### src/rtl/div_iter.sv
// Radix-2 restoring divider, one quotient bit per cycle, signed/unsigned, with annul.
// Optional div_zero_o flag port is built only when DIV_ZERO_FLAG_EN is defined.
module div_iter #(
  parameter int WIDTH = 32
) (
  input  logic               clk,
  input  logic               rst,
  input  logic               signed_div_i,
  input  logic [WIDTH-1:0]   opdata1_i,
  input  logic [WIDTH-1:0]   opdata2_i,
  input  logic               start_i,
  input  logic               annul_i,
  output logic [2*WIDTH-1:0] result_o,
  output logic               ready_o,
  output logic               busy_o,
`ifdef DIV_ZERO_FLAG_EN
  output logic               div_zero_o,
`endif
  output logic [1:0]         dbg_state_o
);

  // Handshake: start_i is a level request held until ready_o is seen; ready_o
  // stays high with result_o stable until start_i drops, and annul_i aborts
  // any non-idle state without a ready_o pulse.

  localparam int CW = $clog2(WIDTH) + 1;

  typedef enum logic [1:0] {
    S_IDLE   = 2'd0,
    S_BYZERO = 2'd1,
    S_ON     = 2'd2,
    S_END    = 2'd3
  } state_e;

  state_e             state_q, state_d;
  logic [CW-1:0]      cnt_q;
  logic [WIDTH:0]     rem_q;
  logic [WIDTH-1:0]   quot_q;
  logic [WIDTH-1:0]   dvs_q;
  logic               neg_quot_q;
  logic               neg_rem_q;
  logic [2*WIDTH-1:0] result_q;
  logic               ready_q;
  logic               busy_q;

  logic [WIDTH-1:0]   mag1, mag2;
  logic [WIDTH+1:0]   shifted, diff;
  logic [WIDTH:0]     rem_step, rem_fix;
  logic [WIDTH-1:0]   quot_step, quot_fix;
  logic               last_iter;
  logic               ready_d, busy_d;

  always_comb begin
    mag1 = (signed_div_i && opdata1_i[WIDTH-1]) ? -opdata1_i : opdata1_i;
    mag2 = (signed_div_i && opdata2_i[WIDTH-1]) ? -opdata2_i : opdata2_i;
    // quot_q doubles as the dividend shift register: its MSB feeds the trial
    // subtraction while the new quotient bit enters at the LSB.
    shifted   = {rem_q, quot_q[WIDTH-1]};
    diff      = shifted - {2'b00, dvs_q};
    rem_step  = diff[WIDTH+1] ? shifted[WIDTH:0] : diff[WIDTH:0];
    quot_step = {quot_q[WIDTH-2:0], ~diff[WIDTH+1]};
    quot_fix  = neg_quot_q ? -quot_step : quot_step;
    rem_fix   = neg_rem_q ? -rem_step : rem_step;
    last_iter = (cnt_q == CW'(WIDTH - 1));

    state_d = state_q;
    case (state_q)
      S_IDLE:   if (start_i && !annul_i)
                  state_d = (opdata2_i == '0) ? S_BYZERO : S_ON;
      S_BYZERO: state_d = annul_i ? S_IDLE : S_END;
      S_ON:     state_d = annul_i ? S_IDLE : (last_iter ? S_END : S_ON);
      S_END:    state_d = (annul_i || !start_i) ? S_IDLE : S_END;
      default:  state_d = S_IDLE;
    endcase

    // Outputs lag the state by one edge so an abort never shows a result.
    ready_d = (state_q == S_END) && (state_d == S_END);
    busy_d  = ((state_q == S_BYZERO) || (state_q == S_ON)) && (state_d != S_IDLE);
  end

  always_ff @(posedge clk) begin
    if (rst) begin
      state_q    <= S_IDLE;
      cnt_q      <= '0;
      rem_q      <= '0;
      quot_q     <= '0;
      dvs_q      <= '0;
      neg_quot_q <= 1'b0;
      neg_rem_q  <= 1'b0;
      result_q   <= '0;
      ready_q    <= 1'b0;
      busy_q     <= 1'b0;
    end else begin
      state_q  <= state_d;
      ready_q  <= ready_d;
      busy_q   <= busy_d;
      result_q <= ready_d ? {rem_q[WIDTH-1:0], quot_q} : '0;
      case (state_q)
        S_IDLE: begin
          if (state_d == S_ON) begin
            cnt_q      <= '0;
            rem_q      <= '0;
            quot_q     <= mag1;
            dvs_q      <= mag2;
            neg_quot_q <= signed_div_i && (opdata1_i[WIDTH-1] ^ opdata2_i[WIDTH-1]);
            neg_rem_q  <= signed_div_i && opdata1_i[WIDTH-1];
          end else if (state_d == S_BYZERO) begin
            // Divide by zero reports the raw dividend, no sign handling.
            cnt_q      <= '0;
            rem_q      <= {1'b0, opdata1_i};
            quot_q     <= '1;
            dvs_q      <= '0;
            neg_quot_q <= 1'b0;
            neg_rem_q  <= 1'b0;
          end
        end
        S_ON: begin
          if (state_d != S_IDLE) begin
            cnt_q <= cnt_q + CW'(1);
            if (last_iter) begin
              quot_q <= quot_fix;
              rem_q  <= rem_fix;
            end else begin
              quot_q <= quot_step;
              rem_q  <= rem_step;
            end
          end
        end
        default: ;
      endcase
    end
  end

`ifdef DIV_ZERO_FLAG_EN
  logic dz_q;

  always_ff @(posedge clk) begin
    if (rst)
      dz_q <= 1'b0;
    else if (state_d == S_IDLE)
      dz_q <= 1'b0;
    else if ((state_q == S_IDLE) && (state_d == S_BYZERO))
      dz_q <= 1'b1;
  end

  assign div_zero_o = dz_q;
`endif

  assign result_o    = result_q;
  assign ready_o     = ready_q;
  assign busy_o      = busy_q;
  assign dbg_state_o = state_q;

endmodule

### config.mk
export PLATFORM = sky130hd
export DESIGN_NAME = div_iter
export DESIGN_NICKNAME = d
export VERILOG_FILES = /design/src/rtl/div_iter.sv
export SDC_FILE = /design/constraint.sdc
export NUM_CORES = 1
export LEC_CHECK = 0
export CORE_MARGIN = 3
export CORE_UTILIZATION = 40
export DETAILED_ROUTE_END_ITERATION = 8
export SYNTH_ARGS = -nofsm -noshare
export SYNTH_HDL_FRONTEND = slang
export SYNTH_SLANG_ARGS = --single-unit
### constraint.sdc
create_clock -name clk -period 5.6 [get_ports clk]
set_clock_uncertainty 0.2 [all_clocks]
set_input_delay 1.12 -clock clk [delete_from_list [all_inputs] [get_ports clk]]
set_output_delay 1.12 -clock clk [all_outputs]
set_load 0.01 [all_outputs]
==> flow_summary.yaml, run 1 <==
logic_synthesis:
  yosys_most_used_dff: "dfxtp_1"
  avgSynthCellArea_um2: 7.86
  synth-edff-count: 0
  synthCells: 1513
  ys_ff_latch: 173
  synth_top_area_cell: "dfxtp_1"
  yosysWarnings: 0
  syn_nets: 1627
  async_flop_share: 0
  ys_types: 90
  yosysSeqAreaShare: 0.291
  syn-cell-area_um2: 11900
  synth_top_area_share: 0.291
  synth_area_leaders: "dfxtp_1, a21oi_1, nor2_1"
clock_tree:
  cts_resized: 0
  post_cts_buffers: 0
  hold_buffers: 0
  root_buffer: "clkbuf_16"
  cts_made_buffers: 17
  tritoncts: "yes"
  htree_levels: 4
  clock_sinks: 173
  clkTransAtPathRegs_ns: 0.08
  clkLatencyLatePin_ns: 0.46
  clk_path_buf_depth: 2
worst_setup_path:
  cp-start-kind: "input port"
  timing.rr.start: "rem_q[24]"
  r2r_end: "rem_q[26]"
  critPathMaxFanout: 10
  end_kind: "flop"
  critPathArrivalTime_ns: 5.18
  critPathLaunch: "opdata2_i[2]"
  ff2ff_path_depth: 17
  worstPathRequired_ns: 5.75
  critPathKind: "input port to flop"
  endpoint: "rem_q[24]"
  rrSetupSlack_ns: 0.82
routing:
  first_iter_violations: 987
  dr_total_vias: 11713
  drt-vias-per-instance: 5.81
  remaining_drc_errors: 0
  ant_nets: 0
  drt-pass1-iter-count: 6
  routed_wl_um: 38400
  wl_per_cell_um: 19.1
grt:
  overflow: 0
  grt_pass1_vias: 11211
  grtUsageTotal: 0.239
  grt_pass1_wl_um: 60400
  antenna_found_initial: 0
  grt_start_max_net_pins: 67
final_layout:
  insertedDiodeCount: 0
  n_fill_cell: 2889
  drive_gt1_frac: 0.0741
  nets: 1733
  area_growth_pct: 20.3
  utilization: 0.493
floorplan:
  die_y_um: 178
  rows: 62
  start_util: 0.410
  die_x_um: 178
  coreArea_um2: 29000
  ioPinCount: 137
  dieArea_um2: 31800
placement:
  gp_congestion: 0.911
  io_buffers: 136
  hpwl_um: 29300
sta:
  min_period_over_period: 0.897
  hold_viol_final: 0
  relSlewSlack: 0.272
  period_needed_ns: 5.02
  setup_violations: 0
  tightest_slew_ns: 1.09
  drv_slew: 0
  fmax_ghz: 0.199
  fin_setup_tns_ns: 0
  rsz0062_at_grt: "false"
power_and_ir_drop:
  vdd_drop_max_v: 0.000246
  pwr_density_cell_nw_per_um2: 415
  power_leakage_nw: 5.48
run:
  maxCapViolations: 0
hold_path:
  hold_start: "neg_rem_q"
  hold_class: "flop to flop"
status:
  run_status: "completed"
==> how the worst min path moves through the flow <==
stage / to / slack, ns / cells past startpoint
after floorplan: dvs_q[0] / 0.24 / 2
after global placement: neg_rem_q / 0.25 / 2
after detailed placement: neg_rem_q / 0.25 / 2
after CTS: neg_rem_q / 0.27 / 2
after global routing: neg_rem_q / 0.29 / 2
final: neg_rem_q / 0.27 / 2
==> kinds of logic after synthesis <==
kind of cell | count (synthesis) | share of synthesized area
AO/OA/AOI/OAI | 429 | 0.244
buffers and inverters | 156 | 0.0605
AND/OR/NAND/NOR | 534 | 0.223
flip-flops | 173 | 0.291
XOR/XNOR | 143 | 0.105
multiplexers | 33 | 0.0285
adder cells (fa/ha/maj) | 45 | 0.0480
==> state kept, by name (all words and copies together) (netlist names) <==
signal       count
result_o        64
rem_q           33
dvs_q           32
quot_q          32
cnt_q            6
dbg_state_o      2
busy_o           1
neg_quot_q       1
neg_rem_q        1
ready_o          1
==> cell type report <==
type / instances / area (um2) / share of cell area
clock buffer: 17 / 425 / 0.0297
clock inverter: 15 / 218 / 0.0152
inverter: 59 / 221 / 0.0155
multi-input combinational: 1184 / 7730 / 0.541
sequential: 173 / 3460 / 0.242
tap: 384 / 480 / 0.0336
timing repair buffer: 184 / 1760 / 0.123
==> synth_stat cells, types with 5 or more instances <==
cell type and count:
nand2_1 99, o21ai_1 6, nor2b_1 9, nor4_1 20, a21o_1 18, a2111oi_0 6, xnor2_1 74, clkbuf_8 6
a211oi_1 12, xor2_1 69, inv_1 59, dfxtp_1 173, nand2b_1 9, mux2i_1 29, or3_1 16, o211ai_1 5
o21ai_0 61, o31ai_1 14, a21oi_1 132, nand3_1 27, a31oi_1 37, nand4_1 13, and2_1 69, nand3b_1 6
o41ai_1 7, nor2_1 173, nor3_1 58, ha_1 44, a22oi_1 31, buf_2 8, o21a_1 7, a31o_2 5
and3_1 14, buf_4 6, clkbuf_1 66, a221oi_1 37
==> metrics by stage <==
stage	total power [mW]	hold slack, ns	cells	area (um2)	worst slack (ns)
floorplan	3.80	0.236	1513	11900	0.322
global placement	4.58	0.253	1984	13700	0.223
detailed placement	4.60	0.255	1984	13700	0.171
CTS	5.90	0.265	2016	14300	0.625
global route	6.28	0.294	2016	14300	0.141
finish	5.93	0.268	2016	14300	0.575
==> cell usage in the layout (no fill, tap or decap), types with 13 or more instances in the layout <==
| cell type | Yosys | layout |
|---|---|---|
| dfxtp_1 | 173 | 173 |
| nor2_1 | 173 | 171 |
| clkdlybuf4s50_1 | 0 | 135 |
| a21oi_1 | 132 | 132 |
| nand2_1 | 99 | 99 |
| xnor2_1 | 74 | 74 |
| and2_1 | 69 | 69 |
| xor2_1 | 69 | 69 |
| o21ai_0 | 61 | 61 |
| inv_1 | 59 | 59 |
| nor3_1 | 58 | 58 |
| buf_4 | 6 | 46 |
| ha_1 | 44 | 43 |
| a221oi_1 | 37 | 37 |
| a31oi_1 | 37 | 37 |
| a22oi_1 | 31 | 31 |
| mux2i_1 | 29 | 29 |
| nand3_1 | 27 | 27 |
| nor4_1 | 20 | 20 |
| a21o_1 | 18 | 18 |
| clkbuf_16 | 0 | 17 |
| or3_1 | 16 | 16 |
| and3_1 | 14 | 14 |
| o31ai_1 | 14 | 14 |
| nand4_1 | 13 | 13 |
==> worst max-delay path: stages <==
cell	delay [ns]
clkdlybuf4s50_1	0.46
nor3_1	0.26
nand2_1	0.09
or3_1	0.33
nor2b_1	0.15
and3_1	0.19
nand2_1	0.07
or3_1	0.43
nand2_1	0.11
a221oi_1	0.08
a31oi_1	0.22
inv_1	0.10
ha_1	0.30
inv_1	0.05
a22oi_1	0.19
nor2b_4	0.34
buf_4	0.20
nor2_1	0.04
or3_1	0.35
o31ai_1	0.07
==> metal layers <==
layer	global-route usage	vias to the layer above	part of all wire	wire (um)
li1	-	5675	-	-
met1	0.325	5520	0.45	17200
met2	0.382	445	0.45	17400
met3	0.0347	73	0.069	2650
met4	0.0935	0	0.032	1220
met5	0	-	0	0
==> power by group <==
part	switching (mW)	total (mW)	internal, mW
registers	0.148	1.47	1.32
logic	1.94	3.17	1.23
clock network	0.663	1.29	0.628
Power figures use the tool's default switching activity.
==> run 2, diff against run 1 <==
==> constraint.sdc (replaced) <==
create_clock -name clk -period 5.6 [get_ports clk]
set_clock_uncertainty 0.2 [all_clocks]
set_input_delay 1.12 -clock clk [delete_from_list [all_inputs] [get_ports clk]]
set_output_delay 1.12 -clock clk [all_outputs]
set_load 0.02 [all_outputs]
==> results of run 2 <==
The final DEF is identical to that of run 1. Status: completed.
